[config.mk]
export PLATFORM = sky130hd
export DESIGN_NAME = ps2_host_tx
export DESIGN_NICKNAME = d
export VERILOG_FILES = /design/src/rtl/ps2_host_tx.sv
export SDC_FILE = /design/constraint.sdc
export NUM_CORES = 1
export LEC_CHECK = 0
export ABC_AREA = 1
export BUFFER_PORTS_ARGS = -buffer_cell sky130_fd_sc_hd__buf_4
export CAP_MARGIN = 10
export CORE_MARGIN = 2
export CORE_UTILIZATION = 55
export DETAILED_ROUTE_END_ITERATION = 12
export HOLD_SLACK_MARGIN = 0.1
export PLACE_DENSITY = 0.84
export SKIP_CTS_REPAIR_TIMING = 1
export SLEW_MARGIN = 10
export SYNTH_ARGS = -nofsm -noshare
export SYNTH_HDL_FRONTEND = slang
export SYNTH_SLANG_ARGS = --single-unit
[constraint.sdc]
create_clock -name clk -period 2.38 [get_ports clk]
set_clock_uncertainty 0.15 [all_clocks]
set_input_delay 0.476 -clock clk [delete_from_list [all_inputs] [get_ports clk]]
set_output_delay 0.476 -clock clk [all_outputs]
set_load 0.01 [all_outputs]
[src/rtl/ps2_host_tx.sv]
// ps2_host_tx: host-to-device PS/2 byte transmitter with clock inhibit, request-to-send, odd parity and ACK check
module ps2_host_tx #(
  parameter int INHIBIT_CYCLES  = 12000,
  parameter int START_TO_CYCLES = 1500000,
  parameter int BIT_TO_CYCLES   = 20000,
  parameter int FILTER_LEN      = 8
) (
  input  logic       clk,
  input  logic       reset_n,
  input  logic       tx_valid,
  input  logic [7:0] tx_data,
  output logic       tx_ready,
  output logic       tx_busy,
  output logic       tx_done,
  output logic       tx_err,
  output logic [1:0] err_code,
  input  logic       ps2_clk_in,
  input  logic       ps2_data_in,
  output logic       ps2_clk_oe,
  output logic       ps2_data_oe
);
  localparam int M1   = INHIBIT_CYCLES > BIT_TO_CYCLES ? INHIBIT_CYCLES : BIT_TO_CYCLES;
  localparam int MAXC = M1 > START_TO_CYCLES ? M1 : START_TO_CYCLES;
  localparam int CW   = $clog2(MAXC + 2);
  localparam int FW   = $clog2(FILTER_LEN + 1);
  typedef enum logic [3:0] {IDLE, INHIBIT, RTS, DATA, PARITY, STOP, ACK, WAIT_IDLE, ERROR} state_t;
  state_t state, state_n;
  logic [CW-1:0] cnt;
  logic [FW-1:0] fcnt;
  logic clk_s1, clk_s2, dat_s1, dat_s2, clk_f, fall;
  logic [7:0] data_q;
  logic [2:0] idx;
  logic par_q, ack_q, cnt_clr, bit_wd;
  logic [1:0] err_n;
  always_ff @(posedge clk or negedge reset_n)
    if (!reset_n) begin
      {clk_s1, clk_s2, dat_s1, dat_s2, clk_f} <= '1;
      fcnt <= '0;
      fall <= 1'b0;
    end else begin
      clk_s1 <= ps2_clk_in;
      clk_s2 <= clk_s1;
      dat_s1 <= ps2_data_in;
      dat_s2 <= dat_s1;
      fall   <= 1'b0;
      if (clk_s2 == clk_f) fcnt <= '0;
      else if (fcnt == FW'(FILTER_LEN - 1)) begin
        clk_f <= clk_s2;
        fcnt  <= '0;
        fall  <= clk_f;
      end else fcnt <= fcnt + 1'b1;
    end
  assign bit_wd = cnt >= CW'(BIT_TO_CYCLES);
  always_comb begin
    state_n = state;
    err_n   = 2'b10;
    cnt_clr = 1'b0;
    case (state)
      IDLE:      state_n = tx_valid ? INHIBIT : IDLE;
      INHIBIT:   state_n = cnt >= CW'(INHIBIT_CYCLES) ? RTS : INHIBIT;
      RTS: begin
        err_n   = 2'b01;
        state_n = fall ? DATA : (cnt >= CW'(START_TO_CYCLES) ? ERROR : RTS);
      end
      DATA: begin
        cnt_clr = fall;
        state_n = fall ? (idx == 3'd7 ? PARITY : DATA) : (bit_wd ? ERROR : DATA);
      end
      PARITY: begin
        cnt_clr = fall;
        state_n = fall ? STOP : (bit_wd ? ERROR : PARITY);
      end
      STOP: begin
        cnt_clr = fall;
        state_n = fall ? ACK : (bit_wd ? ERROR : STOP);
      end
      ACK: begin
        err_n   = 2'b11;
        state_n = ack_q ? ERROR : WAIT_IDLE;
      end
      WAIT_IDLE: state_n = (clk_f && dat_s2) ? IDLE : (bit_wd ? ERROR : WAIT_IDLE);
      ERROR:     state_n = IDLE;
      default:   state_n = IDLE;
    endcase
  end
  always_ff @(posedge clk or negedge reset_n)
    if (!reset_n) begin
      state    <= IDLE;
      cnt      <= '0;
      data_q   <= '0;
      par_q    <= 1'b0;
      idx      <= '0;
      ack_q    <= 1'b1;
      err_code <= 2'b00;
    end else begin
      state <= state_n;
      if (state_n != state || cnt_clr) cnt <= '0;
      else if (!(&cnt)) cnt <= cnt + 1'b1;
      if (state == IDLE && tx_valid) begin
        data_q   <= tx_data;
        par_q    <= ~^tx_data;
        idx      <= '0;
        err_code <= 2'b00;
      end
      if (state == DATA && fall && idx != 3'd7) idx <= idx + 1'b1;
      if (state == STOP && fall) ack_q <= dat_s2;
      if (state_n == ERROR && state != ERROR) err_code <= err_n;
    end
  // line drive decodes registered state, so data moves only in the cycle after a fall strobe
  assign tx_ready    = state == IDLE;
  assign tx_busy     = state != IDLE;
  assign tx_done     = state == WAIT_IDLE && clk_f && dat_s2;
  assign tx_err      = state == ERROR;
  assign ps2_clk_oe  = state == INHIBIT;
  assign ps2_data_oe = (state == INHIBIT && cnt >= CW'(INHIBIT_CYCLES)) || state == RTS ||
                       (state == DATA && !data_q[idx]) || (state == PARITY && !par_q);
endmodule

# == After elaboration in Yosys (flattened, before gate mapping) ==
# Index checks and enable logic that the tools add are counted.
# totals
register_bits,50
inputBits,13
out_inout_bits,8
elab_cells,92
# op_classes
n_eq_ne,16
add_sub_neg,3
reduce_logical,25
muxes,29
order_cmp,4
bitwise_logic,1
# op_table
operator,count
$mux 4,13
$mux 21,2
$pmux 4 s8,1
$add 21x1->21 const B,1
$ge 21x14->1 const B,1
$ge 21x15->1 const B,1
$ge 21x21->1 const B,1
$reduce_and 21->1,1
$eq 4x3->1 const B,5
$logic_and 1x1->1,11
$mux 3,3
$eq 4x2->1 const B,2
$eq 4x4->1 const B,2
$reduce_xnor 8->1,1
$mux 2,3
$mux 1,5
$add 4x1->4 const B,1
$eq 4x1->1 const B,1
$logic_not 4->1,1
$logic_or 1x1->1,4
$lt 3x4->1 const B,1
$ne 4x4->1,1
$ne 4x4->1 const B,1
$pmux 2 s2,1
other kinds (12),14

# == Depth between registers and ports, before layout ==
# Gate-level depths: netlist (run 1).
# logic_depth
word_depth,7
ltp_mapped,13

# == Worst setup path after synthesis (run 1) ==
# OpenSTA, ideal clock, no wires.
# synth_timing
path_kind,register -> register
start,register cnt[0]
end,register cnt[12]
required_ns,2.112
setup_ns,0.118
stages_incl_launch_ff,11
arrival_ns,1.526
period_less_slack_ns,1.794
slack_ns,0.586
path_buffers,0
cell_sequence,dfrtp_1 ha_1 nand3_1 nor2_1 nand3_1 nand2_1 nor2_2 nand2_2 nor2_1 xor2_1 nor2_1
# synth_via
elab_chain_len,7
elab_cells_between_ends,22
cone_classes,add/sub: 1; order compare: 3; eq/ne: 2; mux: 14; reduce/logical: 2
# synth_lines
element,line,text
"start, declared",28,logic [CW-1:0] cnt;
"start signal, assigned",98,else if (!(&cnt)) cnt <= cnt + 1'b1;
$ge 21x15->1 or $ge 21x21->1 (tied branches),"53, 63",
"$mux 4, on equally long branches (2 in series)",n/a,
$pmux 4 s8,58,case (state)
$ne 4x4->1,97,if (state_n != state || cnt_clr) cnt <= '0;
$logic_or 1x1->1,97,
$ne 2x2->1 (no source line) or $mux 21 (tied branches),n/a,
# Several ways; a longest one is shown, not always the timed one. The select of a mux whose other input is x is not followed.
# A chain may end at the register's enable or synchronous reset.

# == Worst setup path in the final report (run 1) ==
# layout_timing
start,register state[3]
end,output ps2_data_oe
# layout_via
elab_chain_len,5
elab_cells_between_ends,10
cone_classes,eq/ne: 4; reduce/logical: 6
# layout_lines
element,line,text
"start, declared",27,"state_t state, state_n;"
"start signal, assigned",96,state <= state_n;
$eq 4x1->1,115,assign ps2_data_oe = (state == INHIBIT && cnt >= CW'(INHIBIT_CYCLES)) || state == RTS ||
$logic_and 1x1->1,115,
$logic_or 1x1->1 (2 in series),115,
$logic_or 1x1->1 (*),116,(state == DATA && !data_q[idx]) || (state == PARITY && !par_q);
"end, declared",20,output logic ps2_data_oe
# Every way passes the cells marked *; elsewhere a longest branch is shown, timed or not.

==> results_dict.tcl, run 1 <==
set metrics [dict create \
    worstMarginPinSlew_ns 0.621 \
    die_w_um 75.7 \
    ys.flop_type "dfrtp_1" \
    power_density_nw_per_um2 508 \
    seq_area_um2 1260 \
    rrSetupSlack_ns 0.29 \
    num-fill-cells 447 \
    synth_common_cells "nand2_1, nor2_1, dfrtp_1" \
    drc_errors 0 \
    cellLeakagePower_nw 1.53 \
    fmax_mhz 441 \
    hold_violations 0 \
    hpwl_um 4110 \
    grt_use_total_pct 20.9 \
    cp-endpoint "ps2_data_oe" \
    slew_violations 0 \
    period_share_pct 95.3 \
    yosys.area.top_type "dfrtp_1" \
    postSynthCellCount 365 \
    max_slew_margin_pct 58.6 \
    cts_max_path_buffers 2 \
    coreArea_um2 5040 \
    wirelength_um 5600 \
    die_h_um 75.7 \
    grt_pass1_wl_um 9180 \
    critPathLaunch "state[3]$_DFF_PN0_" \
    antenna_left 0 \
    antenna_cells 0 \
    clkSinkCount 50 \
    end_kind "output pin" \
    setup_violations 0 \
    design_area_um2 3180 \
    ios 21 \
    cts_buffers 5 \
    synth_most_common_cell "nand2_1" \
    drtIter0Drc 164 \
    gr-total-overflow 0 \
    setup_ws_ns 0.111 \
    vdd_drop_max_mv 0.349 \
    cts_root_buffer "clkbuf_8" \
    clkTransAtPathRegs_ns 0.10 \
    antenna_found_initial 0 \
    firstDrtPassIters 4 \
    synthArstFlopShare_pct 100 \
    reg2reg_from "cnt[16]$_DFFE_PN0P_" \
    synth_area_um2 2830 \
    finalCriticalPeriod_ns 2.27 \
    worst_ep_arrival_time_ns 1.64 \
    layout-drive-gt1-share_pct 15.8 \
    routabilityCongestion 0.955 \
    port_buffers 20 \
    final.setup.tns_ns 0 \
    ys_seq_area_share_pct 44.5 \
    synth-edff-count 0 \
    dieArea_um2 5730 \
    finalNonFillerCells 462 \
    clock_latency_ns 0.31 \
    crit_required_ns 1.75 \
    crit_type "reg2out" \
    grt_pass1_vias 2121 \
    dp.cells 452 \
    htree_num_levels 2 \
    status "complete, no violations" \
    vias 2397 \
    worstSetupStartpointType "flip-flop" \
    hold_start "ps2_clk_in" \
    reg2reg_depth 11 \
    ys_seq_elements 50 \
    drt-vias-per-instance 5.19 \
    cts_tree "yes" \
    start_util_pct 56.1 \
    synth_fp_nets 383 \
    hold_class "in2reg" \
    multi_input_area_um2 1380 \
    avgSynthCellArea_um2 7.75 \
    place_area_um2 3040 \
    syn_to_final_growth_pct 12.3 \
    synth_cell_types 32 \
    ys_top_cells_by_area "dfrtp_1, nand2_1, nor2_1" \
    yosys_warnings 0 \
    core.rowCount 26 \
    rsz0062_at_grt "no" \
    crit_fanout 4 \
    final_net_count 409 \
    drt-wirelength-per-cell_um 12.1 \
    yosysTopAreaCellShare_pct 38.9 \
    finalPower_mw 1.61 \
    dp_slack_ns 0.212 \
    grt_max_degree 51 \
    maxCapViolCount 0 \
    r2r_end "cnt[13]$_DFFE_PN0P_" \
]
final cells by class:
class / instances / share of cell area (%)
Multi-Input combinational cell: 267 / 43.6
Sequential cell: 50 / 39.6
Timing Repair Buffer: 24 / 5.83
Inverter: 43 / 5.08
Tap cell: 70 / 2.76
Clock buffer: 6 / 2.60
Clock inverter: 2 / 0.512
state kept, by name (all words and copies together) (netlist names), 2 cells and up:
register,flops
state,4
err_code,2
idx,3
data_q,8
fcnt,4
cnt,21
worst min-delay path by stage:
stage | slack [ns] | endpoint | cells after the start
after CTS | 0.05 | state[1]$_DFF_PN0_ | 1
final | 0.12 | clk_s1$_DFF_PN1_ | 1
after floorplan | 0.03 | cnt[0]$_DFFE_PN0P_ | 0
after global routing | 0.10 | clk_s1$_DFF_PN1_ | 1
after global placement | 0.20 | clk_s2$_DFF_PN1_ | 0
after detailed placement | 0.20 | clk_s2$_DFF_PN1_ | 0
logic make-up (layout without fill, tap and decap cells):
family                   Yosys count  after routing  synth area share, %
adder cells (fa/ha/maj)            5              5                 2.21
AO/OA/AOI/OAI                     36             36                 7.21
buffers and inverters             48             75                 7.03
XOR/XNOR                          23             23                 7.12
AND/OR/NAND/NOR                  203            203                 31.9
flip-flops                        50             50                 44.5
stage by stage:
stage | util (%) | hold slack [ns]
floorplan | - | 0.0304
global placement | 60.4 | 0.197
detailed placement | 60.4 | 0.198
CTS | 62.3 | 0.0509
global route | 63.0 | 0.104
finish | 63.0 | 0.121
routing by layer:
| layer | vias up | global-route usage, % | routed length [um] |
|---|---|---|---|
| li1 | 1225 | - | - |
| met1 | 1103 | 28.4 | 2560 |
| met2 | 59 | 33.2 | 2690 |
| met3 | 10 | 3.70 | 236 |
| met4 | 0 | 8.38 | 108 |
| met5 | - | 0 | 0 |
layout by cell type, fill, tap and decap left out, drive strengths merged:
cell type / n
xor2: 14
o2111ai: 1
o311ai: 1
a22o: 1
nand3b: 1
ha: 5
o21bai: 1
dfstp: 6
clkinvlp: 1
nor3: 8
xnor2: 9
dlygate4sd3: 2
clkbuf: 6
dfrtp: 44
o22ai: 2
clkinv: 1
nand4: 9
nand2: 93
buf: 22
a21oi: 15
nand3: 30
and2: 1
nor2: 58
nor4: 3
inv: 43
o21ai: 15
report_power, final:
group / internal, mW / leakage [nW] / total (mW) / switching, mW
clock: 0.240 / 0.0478 / 0.534 / 0.294
combinational: 0.0645 / 0.860 / 0.143 / 0.0789
sequential: 0.900 / 0.626 / 0.935 / 0.0359
total: 1.20 / 1.53 / 1.61 / 0.408
worst max-delay path: stages (launching register included):
cell       delay [ns]
dfrtp_1          0.44
nor2_2           0.22
nand2_1          0.08
nor2_1           0.19
nand2_1          0.14
o2111ai_1        0.12
buf_4            0.15
No activity file was read; power rests on OpenSTA's default activity.
==> run 2, diff against run 1 <==
--- a/config.mk
+++ b/config.mk
@@ -8,6 +8,7 @@
 export ABC_AREA = 1
 export BUFFER_PORTS_ARGS = -buffer_cell sky130_fd_sc_hd__buf_4
 export CAP_MARGIN = 10
+export CORE_ASPECT_RATIO = 0.6
 export CORE_MARGIN = 2
 export CORE_UTILIZATION = 55
 export DETAILED_ROUTE_END_ITERATION = 12
==> run 2 against run 1 <==
Cell count is 0.43% lower. Worst hold slack gained 0.089 ns. Wire length grew 6.3%. Total power increased by 11%. Setup slack better by 0.031 ns. Maximum frequency grew 1.4%. Largest power group unchanged.
==> results_dict.tcl, run 2 (synthesis results as in run 1) <==
set metrics [dict create \
    grtUsageMet3_pct 4.96 \
    die_w_um 96.6 \
    top_regs "cnt: 21 flops, data_q: 8 flops" \
    cts_root_buffer "clkbuf_8" \
    reg2reg_depth 11 \
    maxCapViolCount 0 \
    layout_commonest_cell "nand2_1" \
    cts_max_path_buffers 2 \
    clkSinkCount 50 \
    setup_violations 0 \
    grt_pass1_vias 2096 \
    final_net_count 411 \
    power_density_nw_per_um2 556 \
    max_slew_margin_pct 60.0 \
    finalCriticalPeriod_ns 2.24 \
    vdd_drop_max_mv 0.470 \
    whs_ns 0.210 \
    syn_to_final_growth_pct 13.8 \
    rsz0062_at_grt "no" \
    top_usage_layer "met1" \
    drt-vias-per-instance 5.35 \
    start_util_pct 56.5 \
    crit_required_ns 1.75 \
    crit_fanout 4 \
    use_met2_pct 29.9 \
    antenna_left 0 \
    critPathLaunch "state[3]$_DFF_PN0_" \
    worstSetupStartpointType "flip-flop" \
    ios 21 \
    routabilityCongestion 0.985 \
    crit_type "reg2out" \
    hpwl_um 4470 \
    worst_ep_arrival_time_ns 1.61 \
    clkTransAtPathRegs_ns 0.09 \
    fmax_mhz 447 \
    dieArea_um2 5750 \
    port_buffers 20 \
    hold_class "reg2reg" \
    largest_reg_flops 21 \
    final_cell_mix "nand2_1, nor2_1, dfrtp_1" \
    hold_violations 0 \
    grt_max_degree 51 \
    drt-wirelength-per-cell_um 12.9 \
    final.setup.tns_ns 0 \
    layout-drive-gt1-share_pct 16.2 \
    largest_register "cnt" \
    grt_pass1_wl_um 10100 \
    grt_use_total_pct 23.6 \
    vias 2463 \
    htree_num_levels 2 \
    coreArea_um2 5000 \
    grt_use_met1_pct 39.6 \
    reg2reg_from "cnt[0]$_DFFE_PN0P_" \
    end_kind "output pin" \
    die_h_um 59.6 \
    r2r_end "cnt[14]$_DFFE_PN0P_" \
    gr-total-overflow 0 \
    wirelength_um 5950 \
    cellLeakagePower_nw 1.56 \
    cp-endpoint "ps2_data_oe" \
    drtIter0Drc 248 \
    status "complete, no violations" \
    drc_errors 0 \
    rrSetupSlack_ns 0.26 \
    period_share_pct 94.1 \
    antenna_found_initial 0 \
    clock_latency_ns 0.31 \
    cts_buffers 5 \
    core.rowCount 20 \
    firstDrtPassIters 5 \
    cts_tree "yes" \
    antenna_cells 0 \
    slew_violations 0 \
    worstMarginPinSlew_ns 0.600 \
]
-- run 2: power by group --
group | internal, mW | leakage (nW) | total (mW) | switching, mW
Combinational | 0.0649 | 0.869 | 0.139 | 0.0742
Sequential | 0.900 | 0.624 | 0.935 | 0.0354
Clock | 0.421 | 0.0683 | 0.718 | 0.297
-- run 2: cell type report --
type	count	area, um2
flip-flops and latches	50	1260
clock buffers	5	68.8
inverters	43	161
multi-input cells	267	1380
repair buffers	26	203
clock inverters	3	68.8
fillers	420	1780
well taps	66	82.6
-- run 2: worst max-delay path: stages, from the launching register on --
cell,delay [ns]
dfrtp_1,0.43
nor2_2,0.20
nand2_1,0.07
nor2_1,0.22
nand2_1,0.12
o2111ai_1,0.10
buf_4,0.15
-- run 2: metrics by stage --
| stage | setup slack [ns] | power, mW | utilization (%) | area (um2) | cells |
|---|---|---|---|---|---|
| finish | 0.141 | 1.79 | 64.4 | 3220 | 460 |
| global route | 0.0422 | 1.86 | 64.4 | 3220 | 460 |
| CTS | 0.0718 | 1.80 | 63.6 | 3180 | 457 |
| detailed placement | 0.360 | 1.09 | 60.9 | 3050 | 449 |
| global placement | 0.398 | 1.08 | 60.9 | 3050 | 449 |
| floorplan | 0.586 | 1.03 | - | 2830 | 365 |
-- run 2: worst min path at each step --
stage	startpoint	end	slack, ns	depth (start not counted)
global route	clk_s1$_DFF_PN1_	clk_s2$_DFF_PN1_	0.22	0
global placement	clk_s1$_DFF_PN1_	clk_s2$_DFF_PN1_	0.20	0
finish	dat_s1$_DFF_PN1_	dat_s2$_DFF_PN1_	0.21	0
detailed placement	dat_s1$_DFF_PN1_	dat_s2$_DFF_PN1_	0.20	0
CTS	reset_n	fcnt[1]$_DFF_PN0_	0.04	1
floorplan	reset_n	cnt[0]$_DFFE_PN0P_	0.03	0
-- run 2: routing by layer --
layer | wire length, um | up-vias
met4 | 102 | 0
met1 | 3050 | 1131
met5 | 0 | -
met3 | 475 | 12
li1 | - | 1232
met2 | 2320 | 88
